<file path="config.mk">
export PLATFORM = sky130hd
export DESIGN_NAME = text_draw_ctrl
export DESIGN_NICKNAME = d
export VERILOG_FILES = /design/src/rtl/text_draw_ctrl.sv
export SDC_FILE = /design/constraint.sdc
export NUM_CORES = 1
export LEC_CHECK = 0
export ABC_AREA = 0
export CORE_UTILIZATION = 46
export DETAILED_ROUTE_END_ITERATION = 6
export GPL_TIMING_DRIVEN = 1
export HOLD_SLACK_MARGIN = 0.08
export PLACE_DENSITY = 0.82
export SLEW_MARGIN = 5
export SYNTH_ARGS = -nofsm -noshare
export SYNTH_HDL_FRONTEND = slang
export SYNTH_SLANG_ARGS = --single-unit
</file>
<file path="constraint.sdc">
create_clock -name Clk -period 7.77 [get_ports Clk]
set_input_delay 1.1655 -clock Clk [delete_from_list [all_inputs] [get_ports Clk]]
set_output_delay 1.1655 -clock Clk [all_outputs]
set_load 0.1 [all_outputs]
</file>
<file path="src/rtl/text_draw_ctrl.sv">
// -----------------------------------------------------------------------------
// text_draw_ctrl
//
// Renders a string of 8x16 glyphs into a pixel write stream. The block walks a
// text ROM of 7-bit character codes, fetches each 24-bit glyph row
// (8 pixels x 3-bit palette index) from a glyph ROM, drives each palette index
// into an external combinational color transform, and emits the resulting
// RGB565 pixel with its screen coordinate over a valid/ready write port.
// Rendering order: character, then row 0..15, then pixel 0..7 left to right.
//
// Ports:
//   Clk, Reset_n        clock (rising edge), asynchronous active-low reset
//   start               draw request, sampled only while idle
//   str_base, str_len   text ROM address of first character, character count
//   origin_x, origin_y  top-left screen pixel of the first glyph
//   busy, done          busy while drawing, single-cycle completion pulse
//   txt_addr/txt_data   text ROM port (1-cycle synchronous read)
//   glyph_addr/glyph_data glyph ROM port, address {char_code, row}
//   pix_index/color_in  palette index out, RGB565 back from color transform
//   wr_valid/wr_ready   pixel write handshake
//   wr_x, wr_y, wr_color pixel coordinate (mod 1024) and color
//
// Configuration macro:
//   TEXT_TRANSPARENT_EN  when defined, pixels with palette index 0 are skipped:
//                        they take one cycle with wr_valid low and are not
//                        written. When undefined every pixel is written.
// -----------------------------------------------------------------------------
module text_draw_ctrl #(
  parameter int TXT_AW = 8,
  parameter int LEN_W  = 5
) (
  input  logic              Clk,
  input  logic              Reset_n,
  input  logic              start,
  input  logic [TXT_AW-1:0] str_base,
  input  logic [LEN_W-1:0]  str_len,
  input  logic [9:0]        origin_x,
  input  logic [9:0]        origin_y,
  output logic              busy,
  output logic              done,
  output logic [TXT_AW-1:0] txt_addr,
  input  logic [6:0]        txt_data,
  output logic [10:0]       glyph_addr,
  input  logic [23:0]       glyph_data,
  output logic [2:0]        pix_index,
  input  logic [15:0]       color_in,
  output logic              wr_valid,
  input  logic              wr_ready,
  output logic [9:0]        wr_x,
  output logic [9:0]        wr_y,
  output logic [15:0]       wr_color
);

`ifdef TEXT_TRANSPARENT_EN
  localparam logic TRANSP_EN = 1'b1;
`else
  localparam logic TRANSP_EN = 1'b0;
`endif

  localparam logic [LEN_W-1:0] LEN_ONE = LEN_W'(1);

  typedef enum logic [2:0] {
    S_IDLE  = 3'd0,
    S_FETCH = 3'd1,
    S_CLAT  = 3'd2,
    S_RREQ  = 3'd3,
    S_RLAT  = 3'd4,
    S_EMIT  = 3'd5,
    S_DONE  = 3'd6
  } state_e;

  // A pixel is written unless transparency is enabled and its index is 0.
  function automatic logic pix_writes(input logic [2:0] idx);
    pix_writes = (!TRANSP_EN) || (idx != 3'd0);
  endfunction

  state_e              state_q, state_d;
  logic [TXT_AW-1:0]   base_q, base_d;
  logic [LEN_W-1:0]    len_q, len_d;
  logic [9:0]          ox_q, ox_d;
  logic [9:0]          oy_q, oy_d;
  logic [LEN_W-1:0]    char_idx_q, char_idx_d;
  logic [3:0]          row_q, row_d;
  logic [2:0]          pix_q, pix_d;
  logic [6:0]          code_q, code_d;
  logic [23:0]         shift_q, shift_d;
  logic [TXT_AW-1:0]   txt_addr_q, txt_addr_d;
  logic [10:0]         glyph_addr_q, glyph_addr_d;
  logic [9:0]          wr_x_q, wr_x_d;
  logic [9:0]          wr_y_q, wr_y_d;
  logic                wr_valid_q, wr_valid_d;
  logic                busy_q, busy_d;
  logic                done_q, done_d;

  logic                advance_s;
  logic                last_pix_s;
  logic                last_row_s;
  logic                last_char_s;
  logic [3:0]          row_inc_s;
  logic [LEN_W-1:0]    char_inc_s;

  // Pixel advance: a completed transfer, or a transparent pixel (wr_valid low
  // inside EMIT only happens when transparency is enabled).
  always_comb begin
    advance_s   = (state_q == S_EMIT) &&
                  (wr_valid_q ? wr_ready : TRANSP_EN);
    last_pix_s  = (pix_q == 3'd7);
    last_row_s  = (row_q == 4'd15);
    last_char_s = (char_idx_q == (len_q - LEN_ONE));
    row_inc_s   = row_q + 4'd1;
    char_inc_s  = char_idx_q + LEN_ONE;
  end

  // State register.
  always_ff @(posedge Clk or negedge Reset_n) begin
    if (!Reset_n) begin
      state_q <= S_IDLE;
    end else begin
      state_q <= state_d;
    end
  end

  // Next-state logic.
  always_comb begin
    state_d = state_q;
    case (state_q)
      S_IDLE: begin
        if (start) begin
          if (str_len == LEN_W'(0)) begin
            state_d = S_DONE;
          end else begin
            state_d = S_FETCH;
          end
        end else begin
          state_d = S_IDLE;
        end
      end
      S_FETCH: state_d = S_CLAT;
      S_CLAT:  state_d = S_RREQ;
      S_RREQ:  state_d = S_RLAT;
      S_RLAT:  state_d = S_EMIT;
      S_EMIT: begin
        if (advance_s && last_pix_s) begin
          if (!last_row_s) begin
            state_d = S_RREQ;
          end else if (!last_char_s) begin
            state_d = S_FETCH;
          end else begin
            state_d = S_DONE;
          end
        end else begin
          state_d = S_EMIT;
        end
      end
      S_DONE:  state_d = S_IDLE;
      default: state_d = S_IDLE;
    endcase
  end

  // Output and datapath next values. Every output is registered, so each
  // address/coordinate is loaded on the edge that enters the state using it.
  always_comb begin
    base_d       = base_q;
    len_d        = len_q;
    ox_d         = ox_q;
    oy_d         = oy_q;
    char_idx_d   = char_idx_q;
    row_d        = row_q;
    pix_d        = pix_q;
    code_d       = code_q;
    shift_d      = shift_q;
    txt_addr_d   = txt_addr_q;
    glyph_addr_d = glyph_addr_q;
    wr_x_d       = wr_x_q;
    wr_y_d       = wr_y_q;
    wr_valid_d   = wr_valid_q;
    case (state_q)
      S_IDLE: begin
        if (start) begin
          base_d     = str_base;
          len_d      = str_len;
          ox_d       = origin_x;
          oy_d       = origin_y;
          char_idx_d = LEN_W'(0);
          row_d      = 4'd0;
          pix_d      = 3'd0;
          txt_addr_d = str_base;
        end else begin
          wr_valid_d = 1'b0;
        end
      end
      S_CLAT: begin
        code_d       = txt_data;
        glyph_addr_d = {txt_data, row_q};
      end
      S_RLAT: begin
        shift_d    = glyph_data;
        pix_d      = 3'd0;
        wr_x_d     = ox_q + 10'({char_idx_q, 3'b000});
        wr_y_d     = oy_q + {6'd0, row_q};
        wr_valid_d = pix_writes(glyph_data[23:21]);
      end
      S_EMIT: begin
        if (advance_s) begin
          // The final shift empties the register, so pix_index idles at 0.
          shift_d = {shift_q[20:0], 3'b000};
          if (!last_pix_s) begin
            pix_d      = pix_q + 3'd1;
            wr_x_d     = wr_x_q + 10'd1;
            wr_valid_d = pix_writes(shift_q[20:18]);
          end else begin
            pix_d      = 3'd0;
            wr_valid_d = 1'b0;
            if (!last_row_s) begin
              row_d        = row_inc_s;
              glyph_addr_d = {code_q, row_inc_s};
            end else if (!last_char_s) begin
              row_d      = 4'd0;
              char_idx_d = char_inc_s;
              txt_addr_d = base_q + TXT_AW'(char_inc_s);
            end else begin
              row_d = row_q;
            end
          end
        end else begin
          wr_valid_d = wr_valid_q;
        end
      end
      default: begin
        wr_valid_d = 1'b0;
      end
    endcase
    busy_d = (state_d == S_FETCH) || (state_d == S_CLAT) || (state_d == S_RREQ) ||
             (state_d == S_RLAT)  || (state_d == S_EMIT);
    done_d = (state_d == S_DONE);
  end

  // Datapath and output registers.
  always_ff @(posedge Clk or negedge Reset_n) begin
    if (!Reset_n) begin
      base_q       <= '0;
      len_q        <= '0;
      ox_q         <= 10'd0;
      oy_q         <= 10'd0;
      char_idx_q   <= '0;
      row_q        <= 4'd0;
      pix_q        <= 3'd0;
      code_q       <= 7'd0;
      shift_q      <= 24'd0;
      txt_addr_q   <= '0;
      glyph_addr_q <= 11'd0;
      wr_x_q       <= 10'd0;
      wr_y_q       <= 10'd0;
      wr_valid_q   <= 1'b0;
      busy_q       <= 1'b0;
      done_q       <= 1'b0;
    end else begin
      base_q       <= base_d;
      len_q        <= len_d;
      ox_q         <= ox_d;
      oy_q         <= oy_d;
      char_idx_q   <= char_idx_d;
      row_q        <= row_d;
      pix_q        <= pix_d;
      code_q       <= code_d;
      shift_q      <= shift_d;
      txt_addr_q   <= txt_addr_d;
      glyph_addr_q <= glyph_addr_d;
      wr_x_q       <= wr_x_d;
      wr_y_q       <= wr_y_d;
      wr_valid_q   <= wr_valid_d;
      busy_q       <= busy_d;
      done_q       <= done_d;
    end
  end

  assign busy       = busy_q;
  assign done       = done_q;
  assign txt_addr   = txt_addr_q;
  assign glyph_addr = glyph_addr_q;
  assign pix_index  = shift_q[23:21];
  assign wr_valid   = wr_valid_q;
  assign wr_x       = wr_x_q;
  assign wr_y       = wr_y_q;
  assign wr_color   = color_in;

endmodule

</file>
==> results.toml, run 1 <==
[clocking]
post_cts_buffers = 0
cts_tree = "done"
hold_buffers = 0
cts_sinks = 121
cts.reportedPaths.clkPinSlew_ns = 0.05
cts_buffers = 17
htree_levels = 4
cts_resized = 0
clk_path_buf_depth = 2
clock_latency_ns = 0.42
cts_root_buf = "clkbuf_16"

[global_routing]
grt_pass1_wl_mm = 23.7
grt_antenna_before_repair = 0
grt_max_degree = 82
grt-ovfl-total = 0
track_usage_pct = 21.1
first_global_vias = 4944

[routing]
vias = 4834
drt_iter0_drc = 281
drc = 0
first_pass_iters = 5
routed_via_density = 5.28
drt.antenna.violating_nets = 0
wl_per_cell_um = 15.6
wl_mm = 14.2

[logic_synthesis]
ys_seq_elements = 121
synthCells = 645
syn_nets = 752
synthDistinctLibCells = 54
avgSynthCellArea_um2 = 9.93
yosysWarnings = 0
synth_seq_area_share_pct = 47.3
syn_area_mm2 = 0.00640

[floorplanning]
die_x_um = 120
dieArea_mm2 = 0.0144
start_util_pct = 47.8
num_rows = 42
core_area_mm2 = 0.0134
die_h_um = 120
pin_count = 145

[sta]
tightestPinTransition_ns = 1.11
setup_viol = 0
setup_tns_ns = 0
rsz0062_at_grt = "false"
timing.fmax_mhz = 299
hold_viol = 0
max-slew-margin-rel_pct = 25.5
drv_slew = 0
worst_clock_skew_ns = 0.0102
finalCritPeriodShare_pct = 43.1
final.min_clock_period_ns = 3.35

[power]
power_leakage_nw = 3.56
irDropWorstVdd_mv = 0.296
power_mw = 3.95
cellPowerDensity_mw_per_mm2 = 487

[min_path]
hold_class = "flip-flop to flip-flop"
min_from = "wr_y[4]"

[run]
max_cap_violations = 0

[worst_setup_path]
ff2ff_setup_slack_ns = 4.54
startpoint = "wr_ready"
reg2reg_to = "shift_q[5]"
crit_end = "shift_q[14]"
required_ns = 8.10
crit_fanout = 42
cp-end-kind = "flip-flop"
worstPathArrival_ns = 3.68
regToRegStartpoint = "state_q[2]"
worstSetupStartpointType = "primary input"
crit_type = "primary input to flip-flop"
reg2reg_depth = 7

[placed_design]
place_area_mm2 = 0.00746
place_congestion = 0.897
dp.cells = 883
port_buffers = 112
post-dp-hpwl_mm = 9.88

[cells_and_area]
post-route-util_pct = 60.5
fin_area_mm2 = 0.00811
nFillCells = 1115
stdcell_count = 915
area_growth_pct = 26.6
drive_gt1_share_pct = 13.8
seq_area_mm2 = 0.00303
antenna_cells = 0
final_nets = 833
multi_input_area_mm2 = 0.00300

[status]
status = "finished clean"
[cells in the final DEF (no fill, tap or decap), drive strengths merged, types with 4 or more instances in the layout]
master         instances
dfrtp                121
o22ai                  4
o21ai                 43
and3                   5
nor2                  44
a21oi                 27
xor2                  15
buf                    4
mux2                  57
ha                    20
mux2i                  4
nand2                118
clkdlybuf4s50        111
bufinv                 4
a21o                   5
nand3                 17
nand2b                 4
xnor2                 15
inv                   18
o31ai                  4
a31oi                 26
and2                   6
nor2b                  5
clkbuf                25
nor3                   6
[layer usage]
metal  vias to the layer above  global-route usage [%]  wire length, µm
met5                         -                       0                0
met2                       129                    36.4             7270
met1                      2329                    25.0             6010
met4                         0                    5.86              201
met3                        17                    6.99              747
li1                       2359                       -                -
[registers in the layout (all words and copies together) (netlist names)]
name / cells
wr_y: 10
char_idx_q: 5
code_q: 7
oy_q: 10
ox_q: 10
state_q: 3
row_q: 4
shift_q: 24
base_q: 8
pix_q: 3
glyph_addr: 11
busy: 1
done: 1
txt_addr: 8
len_q: 5
wr_x: 10
wr_valid: 1
[worst min path at each step]
stage | to | slack, ns | cells past startpoint
2_1_floorplan | shift_q[0] | 0.47 | 1
3_3_place_gp | wr_y[5] | 0.47 | 2
3_5_place_dp | wr_y[4] | 0.47 | 2
4_1_cts | wr_y[4] | 0.48 | 2
5_1_grt | wr_y[8] | 0.50 | 2
6_report | wr_y[4] | 0.47 | 2
[synth_stat cells, drive strengths merged]
master | instances | area share (%)
dfrtp | 121 | 47
nand2 | 118 | 6.9
mux2 | 57 | 11
nor2 | 44 | 2.6
o21ai | 43 | 3.4
buf | 29 | 3.6
a21oi | 27 | 2.1
a31oi | 26 | 2.5
clkbuf | 24 | 1.6
ha | 20 | 3.9
inv | 18 | 1.1
nand3 | 17 | 1.3
xnor2 | 15 | 2.1
xor2 | 15 | 2.1
and2 | 6 | 0.61
nor3 | 6 | 0.47
a21o | 5 | 0.59
and3 | 5 | 0.49
nor2b | 5 | 0.49
mux2i | 4 | 0.63
nand2b | 4 | 0.39
o22ai | 4 | 0.61
o31ai | 4 | 0.47
a22o | 3 | 0.41
fa | 3 | 0.94
or2 | 3 | 0.29
o211ai | 2 | 0.23
o32a | 2 | 0.31
a211o | 1 | 0.14
a221oi | 1 | 0.41
a311o | 1 | 0.16
a31o | 1 | 0.14
a41oi | 1 | 0.14
nand3b | 1 | 0.12
nand4 | 1 | 0.098
nor3b | 1 | 0.12
nor4 | 1 | 0.098
o21a | 1 | 0.12
o21ba | 1 | 0.16
o21bai | 1 | 0.12
or2b | 1 | 0.12
or3 | 1 | 0.098
or4 | 1 | 0.12
[cells by family (layout without fill, tap and decap cells)]
family,after synthesis,in the layout,synth area share [%]
and+or+nand+nor,215,215,14.3
muxes,61,61,11.3
xor gates and xnor gates,30,30,4.10
adders and majority gates,23,23,4.84
AOI/OAI and AO/OA,124,124,12.0
buffers and inverters,71,165,6.17
DFF,121,121,47.3
[final cells by class]
class	instances	area share, %
clock inverters	7	1.67
flip-flops and latches	121	37.4
multi-input cells	453	37.0
inverters	18	0.833
well taps	176	2.72
clock buffers	25	6.36
repair buffers	115	14.1
[report_power, final]
part	switching, mW	total, mW	internal [mW]	leakage [nW]
logic	1.31	1.96	0.652	1.78
clock network	0.271	0.857	0.586	0.323
registers	0.220	1.14	0.917	1.46
[critical path, stage by stage]
cell and delay (ns):
clkdlybuf4s50_1 0.50, nand2_1 0.13, o21ai_0 0.23, and2_1 0.38, nand2_1 0.45, o21ai_2 0.18, buf_4 0.38, nor2_1 0.07
a31oi_1 0.18
[per-stage QoR]
| stage | setup WS [ns] | hold WS [ns] |
|---|---|---|
| after floorplan | 4.96 | 0.466 |
| after global placement | 4.14 | 0.468 |
| after detailed placement | 4.05 | 0.470 |
| after CTS | 4.44 | 0.481 |
| after global routing | 4.14 | 0.504 |
| final | 4.42 | 0.473 |
Note: power is estimated with default switching activity, not from simulation.
==> run 2, diff against run 1 <==
- PLACE_DENSITY: 0.82 -> 0.85
- clock period: 7.77 -> 2.9 ns (I/O delays scaled with it)
==> run 2 against run 1 <==
Against the previous run:
- clock power increased to 2.6 times the previous value
- sequential power increased to 2.7 times the previous value
- combinational power rose to 2.6 times the previous value
- final cell count grew 1.2%
- sequential share of layout area about the same
==> results.toml, run 2 (same netlist as run 1, synthesis figures left out) <==
[status]
status = "finished clean"

[cells_and_area]
area_growth_pct = 26.5
largest_reg_flops = 24
final_nets = 847
antenna_cells = 0
post-route-util_pct = 60.5
largest-register = "shift_q"
final_cell_mix = "dfrtp_1, nand2_1, clkdlybuf4s50_1"
nFillCells = 1123
drive_gt1_share_pct = 21.2
final_common_cell = "dfrtp_1"

[routing]
first_pass_iters = 4
drt.antenna.violating_nets = 0
wl_mm = 13.7
drt_iter0_drc = 351
wl_per_cell_um = 14.7
routed_via_density = 5.22
drc = 0
vias = 4838

[global_routing]
first_global_vias = 4787
grt_max_degree = 88
grt_pass1_wl_mm = 22.7
grt_antenna_before_repair = 0
track_usage_pct = 20.3
grt-ovfl-total = 0

[worst_setup_path]
reg2reg_depth = 8
required_ns = 3.20
worstPathArrival_ns = 2.98
startpoint = "len_q[0]"
worstSetupStartpointType = "flip-flop"
reg2reg_to = "glyph_addr[0]"
cp-end-kind = "flip-flop"
crit_fanout = 11
crit_type = "flip-flop to flip-flop"
regToRegStartpoint = "len_q[0]"
ff2ff_setup_slack_ns = 0.22

[floorplanning]
start_util_pct = 47.8
pin_count = 145
die_h_um = 120
num_rows = 42
die_x_um = 120
core_area_mm2 = 0.0134
dieArea_mm2 = 0.0144

[clocking]
htree_levels = 4
post_cts_buffers = 0
cts_resized = 0
cts_buffers = 17
clk_path_buf_depth = 2
cts.reportedPaths.clkPinSlew_ns = 0.05
clock_latency_ns = 0.42
cts_sinks = 121
cts_tree = "done"
cts_root_buf = "clkbuf_16"

[sta]
finalCritPeriodShare_pct = 92.4
rsz0062_at_grt = "false"
worst_clock_skew_ns = 0.0117
setup_tns_ns = 0
setup_viol = 0
hold_viol = 0
worst_slack_ns = 0.220
drv_slew = 0
max-slew-margin-rel_pct = 62.5
tightestPinTransition_ns = 0.562
final.min_clock_period_ns = 2.68
timing.fmax_mhz = 373

[placed_design]
post-dp-hpwl_mm = 9.71
port_buffers = 112
post-place-ws_ns = 0.183
place_congestion = 0.915

[min_path]
min_from = "wr_y[2]"
hold_depth = 2
hold_class = "flip-flop to flip-flop"
hold_end = "wr_y[2]"

[power]
cellPowerDensity_mw_per_mm2 = 1290
irDropWorstVdd_mv = 0.869
power_mw = 10.5
power_leakage_nw = 3.68

[run]
max_cap_violations = 0
[run 2: cell count changes in the layout (fill, tap and decap cells not counted), sizes merged]
cell / previous run / this run
buf: 4 / 62
bufinv: 4 / 5
clkbuf: 25 / 19
clkdlybuf4s50: 111 / 66
clkinv: 3 / 5
dlygate4sd3: 0 / 1
[run 2: per-layer routing]
| metal | vias to the layer above | global-route usage [%] | routed length [µm] |
|---|---|---|---|
| li1 | 2381 | - | - |
| met1 | 2292 | 25.1 | 5970 |
| met2 | 142 | 32.5 | 6620 |
| met3 | 23 | 5.61 | 741 |
| met4 | 0 | 10.1 | 335 |
| met5 | - | 0 | 0 |
[run 2: cell type report]
cell class | count | area [µm²] | area share, %
repair buffers | 129 | 1160 | 14.3
clock buffers | 19 | 453 | 5.59
multi-input cells | 453 | 3000 | 37.0
inverters | 18 | 67.6 | 0.834
clock inverters | 10 | 175 | 2.16
well taps | 176 | 220 | 2.72
flip-flops and latches | 121 | 3030 | 37.4
[run 2: power by group]
| part | internal, mW | switching, mW |
|---|---|---|
| Combinational | 1.70 | 3.48 |
| Sequential | 2.46 | 0.575 |
| Clock | 1.54 | 0.709 |
[run 2: worst max path at each step]
stage                          endpoint  cells after the start  slack, ns
after floorplan             txt_addr[3]                      7       0.20
after global placement    glyph_addr[0]                      7       0.28
after detailed placement  glyph_addr[0]                      7       0.18
after CTS                 glyph_addr[0]                      8       0.20
after global routing      glyph_addr[0]                      9       0.08
final                     glyph_addr[0]                      8       0.22
[run 2: timing repair]
item / CTS / global route
endpoints found under the setup margin: 0 / 0
hold endpoints to repair: 34 / 0
hold buffers: 1 / 0
[run 2: worst max-delay path: stages (launching register included)]
cell	delay (ns)
dfrtp_1	0.37
inv_1	0.07
ha_1	0.22
or2b_1	0.24
a31o_1	0.26
or2_1	0.27
mux2_4	0.32
o22ai_4	0.42
mux2_2	0.40
[run 2: metrics by stage]
step | instances | instance area [µm²] | hold WS (ns)
floorplan | 645 | 6400 | 0.139
global placement | 896 | 7470 | 0.418
detailed placement | 896 | 7470 | 0.420
CTS | 926 | 8100 | 0.486
global route | 926 | 8100 | 0.514
finish | 926 | 8100 | 0.475
==> run 3, diff against run 2 <==
- RECOVER_POWER: default -> 25
==> run 3 against run 2 <==
Against the previous run:
- power about the same
- first-iteration DRC count decreased by 0.57%
- non-clock buffer count unchanged
- the run now ends with capacitance limit, slew limit left
- clock power about the same
- count of clock-buffer cells in the layout unchanged
- sequential power about the same
- combinational power about the same
- worst setup slack improved by 0.00084 ns
- critical path depth unchanged
- largest power group unchanged
- core utilization decreased by 0.056 points
- worst hold slack about the same
- global-route usage unchanged
==> results.toml, run 3 (same netlist as run 1, synthesis figures left out) <==
[status]
status = "complete, but fails checks"
violations = "capacitance limit, slew limit"

[global_routing]
grt_pass1_wl_mm = 22.7
first_global_vias = 4787
grt_max_degree = 88
track_usage_pct = 20.3
grt-ovfl-total = 0
grt_antenna_before_repair = 0

[cells_and_area]
final_common_cell = "dfrtp_1"
final_cell_mix = "dfrtp_1, nand2_1, clkdlybuf4s50_1"
multi_input_area_mm2 = 0.00300
antenna_cells = 0
final_nets = 847
seq_area_mm2 = 0.00303
fin_area_mm2 = 0.00810
drive_gt1_share_pct = 20.9
largest-register = "shift_q"
area_growth_pct = 26.4
nFillCells = 1123
largest_reg_flops = 24

[worst_setup_path]
crit_path_cell_trace = "inv_1, ha_1, or2b_1, a31o_1, or2_1, mux2_4, o22ai_4, mux2_2"
required_ns = 3.20
worstSetupStartpointType = "flip-flop"
worstPathArrival_ns = 2.98
cp-end-kind = "flip-flop"
crit_fanout = 11
crit_slowest_cell = "o22ai_4"
crit_path_max_incr_delay_ns = 0.41
crit_type = "flip-flop to flip-flop"

[placed_design]
port_buffers = 112
place_congestion = 0.915
post-dp-hpwl_mm = 9.71
place_area_mm2 = 0.00747

[sta]
rsz0062_at_grt = "false"
setup_viol = 0
hold_viol = 0
finalCritPeriodShare_pct = 92.4
drv_slew = 35
setup_tns_ns = 0
max-slew-margin-rel_pct = -28.8
timing.fmax_mhz = 373
final.min_clock_period_ns = 2.68
worst_clock_skew_ns = 0.0108
tightestPinTransition_ns = 1.93

[floorplanning]
core_area_mm2 = 0.0134
die_x_um = 120
pin_count = 145
dieArea_mm2 = 0.0144
start_util_pct = 47.8
num_rows = 42
die_h_um = 120

[power]
p_switching_mw = 4.77
p_int_mw = 5.69
p_comb_share_pct = 49.5
power.share.clock_pct = 21.6
power_mw = 10.5
p_sw_share_pct = 45.6
p_seq_share_pct = 29.0
power_leakage_nw = 3.67
cellPowerDensity_mw_per_mm2 = 1290
irDropWorstVdd_mv = 0.869

[routing]
routed_via_density = 5.24
drc = 0
wl_mm = 13.7
drt_iter0_drc = 349
drt.antenna.violating_nets = 0
first_pass_iters = 5
vias = 4853
wl_per_cell_um = 14.8

[clocking]
cts.reportedPaths.clkPinSlew_ns = 0.05
cts_root_buf = "clkbuf_16"
htree_levels = 4
cts_tree = "done"
clock_latency_ns = 0.42
cts_resized = 0
clk_path_buf_depth = 2
cts_buffers = 17
cts_sinks = 121

[run]
max_cap_violations = 1

[min_path]
hold_class = "flip-flop to flip-flop"
==> run 3: cell types whose count changed in the layout (fill, tap and decap cells not counted) <==
cell / before / now
buf_4: 60 / 58
clkbuf_1: 0 / 2
==> run 3: path summary, 6_finish.rpt <==
check / start / end / slack [ns] / depth (start not counted)
max: len_q[0] / glyph_addr[0] / 0.22 / 8
min: wr_y[2] / wr_y[2] / 0.48 / 2
max reg2reg: len_q[0] / glyph_addr[0] / 0.22 / 8
min reg2reg: wr_y[2] / wr_y[2] / 0.48 / 2
max in group asynchronous: Reset_n / ox_q[8] / 0.52 / 3
min in group asynchronous: Reset_n / shift_q[4] / 1.11 / 2
==> run 3: layout make-up <==
class | instances | area share (%)
clock buffer | 19 | 5.59
clock inverter | 10 | 2.16
multi-input combinational | 453 | 37.0
inverter | 18 | 0.834
tap | 176 | 2.72
sequential | 121 | 37.4
timing repair buffer | 129 | 14.2
==> run 3: critical path, delay by kind of cell (launching register included) <==
kind,cells,cell delay [ns]
adder cells (fa/ha/maj),1,0.22
buffers and inverters,1,0.07
multiplexers,2,0.72
AO/OA/AOI/OAI,2,0.67
AND/OR/NAND/NOR,2,0.51
flip-flops,1,0.37
==> run 3: what timing repair did <==
| item | CTS | global route |
|---|---|---|
| hold endpoints to repair | 34 | 0 |
| hold buffers | 1 | 0 |
| buffers inserted | 0 | 0 |
==> run 3: metal layers <==
metal / part of all wire (%) / vias to the layer above / global-route usage, %
met5: 0 / - / 0
met4: 2.6 / 0 / 10.1
met3: 4.9 / 25 / 5.61
met2: 48 / 142 / 32.5
met1: 44 / 2305 / 25.1
li1: - / 2381 / -
==> run 3: metrics by stage <==
step	std cells	worst slack (ns)	util (%)	hold slack, ns
CTS	926	0.205	60.5	0.486
finish	926	0.221	60.4	0.476
detailed placement	896	0.183	55.7	0.420
global route	926	0.0836	60.4	0.514
global placement	896	0.283	55.7	0.418
floorplan	645	0.195	-	0.139
==> run 3: power by group through the flow <==
stage	Sequential [mW]	Combinational (mW)	Clock, mW
finish	3.03	5.18	2.26
global route	3.14	5.52	2.38
CTS	3.03	5.23	2.29
detailed placement	3.05	5.19	0
global placement	3.02	5.09	0
floorplan	4.79	2.45	0
